`src/rtl/key_debounce_pulse.sv`:
```
// Push-button conditioner: 2-flop sync, debounce FSM, registered press/release pulses
// and optional auto-repeat of press_pulse while the key is held.
module key_debounce_pulse #(
  parameter int unsigned DEBOUNCE_CYCLES = 1_000_000,
  parameter int unsigned CNT_W           = 20,
  parameter int unsigned REPEAT_DELAY    = 0,
  parameter int unsigned REPEAT_RATE     = 250_000
) (
  input  logic CLOCK_50,
  input  logic KEY0,
  input  logic btn_n,
  output logic btn_level,
  output logic press_pulse,
  output logic release_pulse
);

  typedef enum logic [1:0] {IDLE, PRESS_WAIT, HELD, REL_WAIT} state_t;

  localparam logic [CNT_W-1:0] CNT_LAST  = CNT_W'(DEBOUNCE_CYCLES - 1);
  localparam logic [CNT_W-1:0] CNT_ONE   = CNT_W'(1);
  localparam logic [CNT_W-1:0] CNT_MAX   = '1;
  localparam logic [CNT_W-1:0] RPT_DELAY = CNT_W'(REPEAT_DELAY);
  localparam logic [CNT_W-1:0] RPT_RATE  = CNT_W'(REPEAT_RATE);
  localparam bit               RPT_EN    = (REPEAT_DELAY != 0);

  logic             s1, s2;
  state_t           state, state_d;
  logic [CNT_W-1:0] cnt, cnt_d, cnt_inc;
  logic [CNT_W-1:0] rpt, rpt_d, rpt_inc, rpt_target;
  logic             rpt_first, rpt_first_d;
  logic             level_d, press_d, release_d;

  // Saturating increments; the first repeat interval is REPEAT_DELAY, later ones REPEAT_RATE.
  assign cnt_inc    = (cnt == CNT_MAX) ? cnt : cnt + CNT_ONE;
  assign rpt_inc    = (rpt == CNT_MAX) ? rpt : rpt + CNT_ONE;
  assign rpt_target = rpt_first ? RPT_DELAY : RPT_RATE;

  always_ff @(posedge CLOCK_50) begin
    if (!KEY0) begin
      s1            <= 1'b1;
      s2            <= 1'b1;
      state         <= IDLE;
      cnt           <= '0;
      rpt           <= '0;
      rpt_first     <= 1'b1;
      btn_level     <= 1'b0;
      press_pulse   <= 1'b0;
      release_pulse <= 1'b0;
    end else begin
      s1            <= btn_n;
      s2            <= s1;
      state         <= state_d;
      cnt           <= cnt_d;
      rpt           <= rpt_d;
      rpt_first     <= rpt_first_d;
      btn_level     <= level_d;
      press_pulse   <= press_d;
      release_pulse <= release_d;
    end
  end

  always_comb begin
    state_d     = state;
    cnt_d       = cnt;
    rpt_d       = rpt;
    rpt_first_d = rpt_first;
    level_d     = btn_level;
    press_d     = 1'b0;
    release_d   = 1'b0;
    case (state)
      IDLE: begin
        if (!s2) begin
          state_d = PRESS_WAIT;
          cnt_d   = CNT_ONE;
        end
      end
      PRESS_WAIT: begin
        if (s2) begin
          state_d = IDLE;
          cnt_d   = '0;
        end else if (cnt == CNT_LAST) begin
          state_d     = HELD;
          level_d     = 1'b1;
          press_d     = 1'b1;
          cnt_d       = '0;
          rpt_d       = '0;
          rpt_first_d = 1'b1;
        end else begin
          cnt_d = cnt_inc;
        end
      end
      HELD: begin
        if (s2) begin
          state_d     = REL_WAIT;
          cnt_d       = CNT_ONE;
          rpt_d       = '0;
          rpt_first_d = 1'b1;
        end else if (RPT_EN) begin
          if (rpt_inc == rpt_target) begin
            press_d     = 1'b1;
            rpt_d       = '0;
            rpt_first_d = 1'b0;
          end else begin
            rpt_d = rpt_inc;
          end
        end
      end
      REL_WAIT: begin
        // A glitch back to pressed returns to HELD and restarts the full repeat delay.
        if (!s2) begin
          state_d     = HELD;
          cnt_d       = '0;
          rpt_d       = '0;
          rpt_first_d = 1'b1;
        end else if (cnt == CNT_LAST) begin
          state_d   = IDLE;
          level_d   = 1'b0;
          release_d = 1'b1;
          cnt_d     = '0;
        end else begin
          cnt_d = cnt_inc;
        end
      end
      default: state_d = IDLE;
    endcase
  end

endmodule

```
`config.mk`:
```
export PLATFORM = sky130hd
export DESIGN_NAME = key_debounce_pulse
export DESIGN_NICKNAME = d
export VERILOG_FILES = /design/src/rtl/key_debounce_pulse.sv
export SDC_FILE = /design/constraint.sdc
export NUM_CORES = 1
export LEC_CHECK = 0
export ABC_AREA = 1
export CAP_MARGIN = 20
export CORE_MARGIN = 5
export CORE_UTILIZATION = 23
export CTS_BUF_LIST = sky130_fd_sc_hd__clkbuf_8
export DETAILED_ROUTE_END_ITERATION = 8
export HOLD_SLACK_MARGIN = 0.1
export PLACE_DENSITY = 0.35
export SKIP_CTS_REPAIR_TIMING = 1
export SLEW_MARGIN = 20
export SYNTH_ARGS = -nofsm -noshare
export SYNTH_HDL_FRONTEND = slang
export SYNTH_SLANG_ARGS = --single-unit
export TNS_END_PERCENT = 100
```
`constraint.sdc`:
```
create_clock -name CLOCK_50 -period 5.3 [get_ports CLOCK_50]
set_input_delay 0.795 -clock CLOCK_50 [delete_from_list [all_inputs] [get_ports CLOCK_50]]
set_output_delay 0.795 -clock CLOCK_50 [all_outputs]
set_load 0.05 [all_outputs]
```
==> Implementation_results.wiki, run 1 <==
{| class="wikitable"
! Metric !! Value
|-
| Power density normalized to cell area || 199 nW/um^2
|-
| Top flip-flop cell by instance count after synthesis || sky130_fd_sc_hd__dfxtp_1
|-
| FF/Latch Area || 541 sq um
|-
| Layout Area Growth over Synthesis || 10.3%
|-
| Cell type with the highest aggregate area in the netlist || sky130_fd_sc_hd__dfxtp_1
|-
| Vias || around 1.6k
|-
| Hold WC Path Type || reg -> reg
|-
| Avg Inst Size Synth || roughly 6.3 sq um
|-
| Syn Inst Count || between 200 and 300
|-
| Arrival time worst endpoint || 1.43 ns
|-
| Number of DRC markers after the initial detailed-route iteration || ~110
|-
| Per-cell routed wire length || 12.6 um
|-
| FMAX || between 0.4 and 0.5 GHz
|-
| Top post-synthesis cells by area || sky130_fd_sc_hd__dfxtp_1 31%, sky130_fd_sc_hd__nand2_1 17%, sky130_fd_sc_hd__inv_1 7.3%
|-
| Starting density of the core || 0.238
|-
| XOR/XNOR Fraction of Synth Area || 0.0100
|-
| Multi-input gate area in the final layout || roughly 1000 sq um
|-
| Post-Synthesis Net Count || 280
|-
| Synth Area in Compound Gates || 0.120
|-
| Count of port buffers added during placement || 5
|-
| Required time of the critical path || roughly 4.5 ns
|-
| Max-cap violations || 0
|-
| Vertical extent of the die || 97.1 um
|-
| Slew at the pin closest to its max-slew limit || ~0.55 ns
|-
| Setup-violating endpoint count in the final report || 0
|-
| Post-CTS clock slew at the launch and capture registers of the worst setup and hold paths || 0.10 ns
|-
| Cell Chain, Critical Path || clkdlybuf4s50_1
|-
| Synth unique cells || 38
|-
| Wire length of the first global-routing pass || ~8.2 mm
|-
| Post-synthesis simple-gate area fraction || 0.440
|-
| Clock tree from TritonCTS || done
|-
| Final Max Tran Viols || 0
|-
| Initial antenna violation count || 0
|-
| Library cell used as clock root buffer || sky130_fd_sc_hd__clkbuf_8
|-
| Die area || 9430 sq um
|-
| Min-Delay Path Depth || 1
|-
| Buffers plus inverters on the worst setup path || 1
|-
| Wire length reported by the detailed router || approximately 4.8 mm
|-
| Placed wire-length estimate || 3.53 mm
|-
| YS warnings || 0
|-
| Overall overflow remaining after global route || 0
|-
| # clock sinks || 27
|-
| Clock Tree Buf Depth || 2
|-
| Post-synthesis cell area || around 1700 sq um
|-
| Setup_tns || 0 ns
|-
| Num ports || 6
|-
| Detail-routed via count per cell || about 4.3
|-
| Largest delay contributor family on the critical path || buffers and inverters
|-
| Die X || about 97 um
|-
| Slowest CP cell || sky130_fd_sc_hd__clkdlybuf4s50_1
|-
| Maximum fanout along the worst path || 2
|-
| Async SR Flop Fraction || 0
|-
| Post-layout nets || 284
|-
| Placed inst area || 1880 sq um
|-
| Part of the cycle the worst path needs || 0.419
|-
| Fraction of synthesized area in multiplexers || 0
|-
| RSZ-0062 raised after global routing || no
|-
| Startpoint class of the critical path || register
|-
| Post-Synth Adder-Cell Area || 0.00717
|-
| Post-layout power || 383 uW
|-
| Pin count of the biggest net entering global routing || 20
|-
| Count of placed standard cells in the final layout, fillers left out || 378
|-
| Number of global-route vias before repair || 1632
|-
| Crit. End Element || primary output
|-
| Maximum level of the CTS H-tree || 1
|-
| Post-synthesis sequential area ratio || 0.310
|-
| Count of unresolved DRC violations after routing || 0
|-
| Total of fill cells in the finished design || roughly 870
|-
| Worst setup path category || reg -> out
|-
| Proportion of netlist area held by the largest area contributor || 0.310
|-
| Post-Layout Inst Area || slightly below 2000 sq um
|-
| Clock period minus worst slack || around 2.2 ns
|-
| Status || complete, no violations
|-
| Number of rows in the core area || 31
|-
| Final count of hold timing violations || 0
|-
| Post-synth EDFFs || 0
|-
| Leakage power || around 0.74 nW
|-
| Post-synthesis sequential element count || 27
|-
| Placer Congestion || a little over 0.8
|-
| Largest stage delay on the critical path || approximately 0.8 ns
|-
| Clock Skews || between 0.005 and 0.006 ns
|-
| Number of placed cells counting well taps || between 300 and 400
|-
| Initial DRT Pass Iterations || 4
|-
| Total Routing Usage GR || 0.105
|-
| Number of clock buffers inserted by TritonCTS || 3
|-
| Worst Reg-to-Reg Cells || 12
|-
| Area inside the core boundary || between 7000 and 8000 sq um
|-
| Combinational family with the most area after synthesis || simple AND/OR/NAND/NOR gates
|-
| Crit path depth || 1
|-
| Worst-skew pair later-pin latency || roughly 0.28 ns
|-
| Antenna Cells || 0
|-
| IR drop worst, VDD || around 0.078 mV
|-
| Share of final-layout standard cells stronger than drive strength 1 || 0.122
|-
| Count of antenna-violating nets left after detailed routing || 0
|-
| Worst slew margin relative to its limit || 0.633
|}
## path summary, 6_finish.rpt
kind | from | endpoint | slack, ns
min reg2reg | s1 | s2 | 0.43
min | s1 | s2 | 0.43
max | btn_level | btn_level | 3.08
max reg2reg | cnt[0] | cnt[9] | 3.23
## power breakdown
group          switching, mW  leakage [nW]  internal (mW)  total (mW)
Combinational         0.0324         0.492         0.0140      0.0465
Clock                 0.0697        0.0255         0.0528       0.123
Sequential           0.00635         0.218          0.207       0.214
Total                  0.108         0.736          0.274       0.383
## synth_stat cells (all sizes together) (2+ instances only)
master / instances
clkbuf: 2
o211ai: 2
inv: 38
nand4: 5
a21oi: 19
nand3: 30
buf: 5
nor3: 3
o21ai: 12
nand2: 84
or2: 3
dfxtp: 27
nor2: 36
## placed cells by master, fill, tap and decap left out
master / netlist / layout
sky130_fd_sc_hd__inv_4: 1 / 1
sky130_fd_sc_hd__and3_1: 1 / 1
sky130_fd_sc_hd__nand4_1: 5 / 5
sky130_fd_sc_hd__nor4_1: 1 / 1
sky130_fd_sc_hd__a31oi_1: 1 / 1
sky130_fd_sc_hd__buf_4: 1 / 1
sky130_fd_sc_hd__or2_2: 3 / 3
sky130_fd_sc_hd__nand2_2: 5 / 5
sky130_fd_sc_hd__nor2_4: 2 / 2
sky130_fd_sc_hd__nand2_1: 78 / 78
sky130_fd_sc_hd__xor2_1: 1 / 1
sky130_fd_sc_hd__clkdlybuf4s50_1: 0 / 5
sky130_fd_sc_hd__o22ai_1: 1 / 1
sky130_fd_sc_hd__nor3_2: 1 / 1
sky130_fd_sc_hd__inv_1: 34 / 34
sky130_fd_sc_hd__a21oi_2: 3 / 3
sky130_fd_sc_hd__nand3b_1: 1 / 1
sky130_fd_sc_hd__clkbuf_8: 0 / 3
sky130_fd_sc_hd__o21ai_2: 1 / 1
sky130_fd_sc_hd__ha_1: 1 / 1
sky130_fd_sc_hd__xnor2_1: 1 / 1
sky130_fd_sc_hd__nand2_4: 1 / 1
sky130_fd_sc_hd__clkinv_1: 1 / 1
sky130_fd_sc_hd__o211ai_1: 1 / 1
sky130_fd_sc_hd__nor3_1: 2 / 2
sky130_fd_sc_hd__nor2_2: 2 / 2
sky130_fd_sc_hd__dfxtp_1: 27 / 27
sky130_fd_sc_hd__o21ai_1: 4 / 4
sky130_fd_sc_hd__nand3_2: 5 / 5
sky130_fd_sc_hd__nand3_1: 24 / 24
sky130_fd_sc_hd__o21ai_0: 7 / 7
sky130_fd_sc_hd__nor2_1: 32 / 32
sky130_fd_sc_hd__clkinv_2: 0 / 1
sky130_fd_sc_hd__a21oi_1: 16 / 16
sky130_fd_sc_hd__inv_2: 3 / 3
sky130_fd_sc_hd__nand3_4: 1 / 1
sky130_fd_sc_hd__o21bai_1: 1 / 1
sky130_fd_sc_hd__o211ai_2: 1 / 1
## logic make-up after synthesis
logic type	Yosys count
simple gates	164
buf+inv	46
compound gates	36
flops	27
xor+xnor	2
fa+ha+maj	1
## routing by layer
| metal | routed length (um) | vias up | GRT usage |
|---|---|---|---|
| met5 | 0 | - | 0 |
| li1 | - | 884 | - |
| met2 | 2160 | 9 | 0.173 |
| met3 | 69 | 2 | 0.0129 |
| met1 | 2500 | 736 | 0.145 |
| met4 | 22 | 0 | 0.0292 |
## cell type report
class,count,share of cell area
inverter,39,0.0773
clock buffer,3,0.0214
clock inverter,1,0.00260
sequential,27,0.281
multi-input combinational,203,0.524
timing repair buffer,6,0.0299
tap,99,0.0643
## state kept, by name, summed over array words and instances, names as in the netlist, named ones only
name,cells
btn_level,1
cnt,20
press_pulse,1
release_pulse,1
s1,1
s2,1
state,1
## through the flow
stage                     utilization  setup WS [ns]  hold WS (ns)
after CTS                       0.263           3.05         0.442
after floorplan                     -           3.64         0.393
after global routing            0.263           2.96         0.458
final                           0.263           3.08         0.431
after global placement          0.256           2.84         0.397
after detailed placement        0.256           2.80         0.415
Note: power is estimated with default switching activity, not from simulation.
==> inputs of run 2 (changes only) <==
--- a/config.mk
+++ b/config.mk
@@ -12,7 +12,7 @@
 export CTS_BUF_LIST = sky130_fd_sc_hd__clkbuf_8
 export DETAILED_ROUTE_END_ITERATION = 8
 export HOLD_SLACK_MARGIN = 0.1
-export PLACE_DENSITY = 0.35
+export PLACE_DENSITY = 0.36
 export SKIP_CTS_REPAIR_TIMING = 1
 export SLEW_MARGIN = 20
 export SYNTH_ARGS = -nofsm -noshare
==> constraint.sdc (replaced) <==
create_clock -name CLOCK_50 -period 2 [get_ports CLOCK_50]
set_input_delay 0.3 -clock CLOCK_50 [delete_from_list [all_inputs] [get_ports CLOCK_50]]
set_output_delay 0.3 -clock CLOCK_50 [all_outputs]
set_load 0.05 [all_outputs]
==> Implementation_results.wiki, run 2 (synthesis results as in run 1) <==
{| class="wikitable"
! Metric !! Value
|-
| Count of unresolved DRC violations after routing || 0 (unchanged)
|-
| Overall overflow remaining after global route || 0 (unchanged)
|-
| Die area || 9430 sq um (unchanged)
|-
| Library cell used as clock root buffer || sky130_fd_sc_hd__clkbuf_8
|-
| Final count of hold timing violations || 0 (unchanged)
|-
| Initial DRT Pass Iterations || 4 (unchanged)
|-
| Status || complete, no violations
|-
| Share of final-layout standard cells stronger than drive strength 1 || 0.150 (+0.0285)
|-
| Num ports || 6 (unchanged)
|-
| FMAX || about 0.57 GHz
|-
| Most frequent cells in the layout || 78 x sky130_fd_sc_hd__nand2_1, 34 x sky130_fd_sc_hd__inv_1, 32 x sky130_fd_sc_hd__nor2_1
|-
| Detail-routed via count per cell || 4.27 (-1.0%)
|-
| Part of the cycle the worst path needs || 0.872
|-
| Setup-violating endpoint count in the final report || 0 (unchanged)
|-
| Number of global-route vias before repair || 1584 (-2.9%)
|-
| Arrival time worst endpoint || 1.89 ns (+0.46 ns)
|-
| Number of DRC markers after the initial detailed-route iteration || 48 (-55%)
|-
| Die X || 97.1 um (unchanged)
|-
| Placer Congestion || 0.825 (about the same)
|-
| Vertical extent of the die || 97.1 um (unchanged)
|-
| Layout Area Growth over Synthesis || 14.3%
|-
| # clock sinks || 27 (unchanged)
|-
| Placed wire-length estimate || 3.78 mm (+7.0%)
|-
| Post-CTS clock slew at the launch and capture registers of the worst setup and hold paths || 0.10 ns (about the same)
|-
| Crit. End Element || register
|-
| Antenna Cells || 0 (unchanged)
|-
| Worst slew margin relative to its limit || 0.650 (+0.0172)
|-
| Setup_tns || 0 ns (unchanged)
|-
| IR drop worst, VDD || 0.261 mV (+240%)
|-
| Most common cell after layout, fill and taps aside || sky130_fd_sc_hd__nand2_1
|-
| Max-cap violations || 0 (unchanged)
|-
| Per-cell routed wire length || 12.6 um (-0.17%)
|-
| Count of antenna-violating nets left after detailed routing || 0 (unchanged)
|-
| Maximum level of the CTS H-tree || 1 (unchanged)
|-
| RSZ-0062 raised after global routing || no
|-
| Register with the highest flop count || cnt
|-
| Wire length reported by the detailed router || 4.83 mm (+1.7%)
|-
| Wire length of the first global-routing pass || 8.27 mm (+0.51%)
|-
| Slew at the pin closest to its max-slew limit || 0.525 ns (-0.0247 ns)
|-
| Worst-skew pair later-pin latency || 0.28 ns (about the same)
|-
| Number of flip-flops in the largest register || 20 (unchanged)
|-
| Clock Tree Buf Depth || 2 (unchanged)
|-
| Starting density of the core || 0.238 (unchanged)
|-
| Total of fill cells in the finished design || 848 (-2.0%)
|-
| Worst setup path category || reg -> reg
|-
| Clock tree from TritonCTS || done
|-
| Leakage power || 0.775 nW (+5.3%)
|-
| Number of clock buffers inserted by TritonCTS || 3 (unchanged)
|-
| Pin count of the biggest net entering global routing || 17 (-15%)
|-
| Total Routing Usage GR || 0.107 (+0.00203)
|-
| Post-layout nets || 291 (+2.5%)
|-
| Hold WC Path Type || reg -> reg
|-
| Startpoint class of the critical path || register
|-
| Clock period minus worst slack || 1.74 ns
|-
| Number of rows in the core area || 31 (unchanged)
|-
| Required time of the critical path || 2.15 ns (-2.36 ns)
|-
| Final Max Tran Viols || 0 (unchanged)
|-
| Maximum fanout along the worst path || 11 (+9)
|-
| Clock Skews || 0.00386 ns (-0.00196 ns)
|-
| Post-layout utilization of the core || 0.272 (+0.00939)
|-
| Vias || 1644 (+0.80%)
|-
| Power density normalized to cell area || 517 nW/um^2 (+160%)
|-
| Area inside the core boundary || 7330 sq um (unchanged)
|-
| Initial antenna violation count || 0 (unchanged)
|-
| Count of port buffers added during placement || 5 (unchanged)
|}
[run 2: changes by cell type in the layout (fill, tap and decap cells not counted)]
| cell | delta |
|---|---|
| sky130_fd_sc_hd__ha_1 | -1 |
| sky130_fd_sc_hd__buf_12 | +1 |
| sky130_fd_sc_hd__dfxtp_2 | +1 |
| sky130_fd_sc_hd__dfxtp_1 | -1 |
| sky130_fd_sc_hd__ha_2 | +1 |
| sky130_fd_sc_hd__buf_4 | +6 |
[run 2: stage by stage]
step	instances	setup WS, ns	instance area [sq um]	hold slack (ns)	power, mW
floorplan	276	0.340	1750	0.393	0.663
global placement	381	0.226	1940	0.397	0.722
detailed placement	381	0.182	1940	0.405	0.720
CTS	385	0.156	1990	0.431	1.06
global route	385	0.0783	1990	0.450	1.10
finish	385	0.256	1990	0.427	1.03
[run 2: metal layers]
layer  vias up  share of wire  global-route usage
li1        899              -                   -
met1       734           0.52               0.146
met2         7           0.45               0.175
met3         4          0.018              0.0194
met4         0         0.0095              0.0259
met5         -              0                   0
[run 2: path summary, 6_finish.rpt]
kind / cells past startpoint / slack (ns) / from / end
max: 11 / 0.26 / cnt[1] / cnt[14]
min: 1 / 0.43 / s1 / s2
max reg2reg: 11 / 0.26 / cnt[1] / cnt[14]
min reg2reg: 1 / 0.43 / s1 / s2
[run 2: final cells by class]
| type | instances | area [sq um] | area share |
|---|---|---|---|
| clock buffer | 3 | 41.3 | 0.0207 |
| sequential | 27 | 542 | 0.272 |
| multi-input combinational | 203 | 1010 | 0.507 |
| timing repair buffer | 13 | 123 | 0.0615 |
| clock inverter | 1 | 5.00 | 0.00251 |
| tap | 99 | 124 | 0.0621 |
| inverter | 39 | 149 | 0.0747 |
[run 2: report_power, final]
group          internal, mW  switching, mW
logic                0.0497         0.0923
registers             0.549         0.0138
clock network         0.140          0.187
total                 0.739          0.293
[run 2: critical path, cell delays in order, from the launching register on]
cell	delay, ns
sky130_fd_sc_hd__dfxtp_2	0.39
sky130_fd_sc_hd__ha_2	0.23
sky130_fd_sc_hd__nand2_2	0.08
sky130_fd_sc_hd__nor2_4	0.11
sky130_fd_sc_hd__nand2_2	0.09
sky130_fd_sc_hd__nor2_4	0.13
sky130_fd_sc_hd__nand3_4	0.17
sky130_fd_sc_hd__buf_12	0.20
sky130_fd_sc_hd__nand2_1	0.05
sky130_fd_sc_hd__nand2_1	0.05
sky130_fd_sc_hd__nand3_1	0.07
sky130_fd_sc_hd__a21oi_1	0.06
==> inputs of run 3 (changes only) <==
--- a/config.mk
+++ b/config.mk
@@ -10,10 +10,12 @@
 export CORE_MARGIN = 5
 export CORE_UTILIZATION = 23
 export CTS_BUF_LIST = sky130_fd_sc_hd__clkbuf_8
+export CTS_CLUSTER_DIAMETER = 30
 export DETAILED_ROUTE_END_ITERATION = 8
 export HOLD_SLACK_MARGIN = 0.1
 export PLACE_DENSITY = 0.36
 export SKIP_CTS_REPAIR_TIMING = 1
+export SKIP_LAST_GASP = 1
 export SLEW_MARGIN = 20
 export SYNTH_ARGS = -nofsm -noshare
 export SYNTH_HDL_FRONTEND = slang
==> results of run 3 <==
The final DEF is identical to that of run 2; final timing and power are the same.
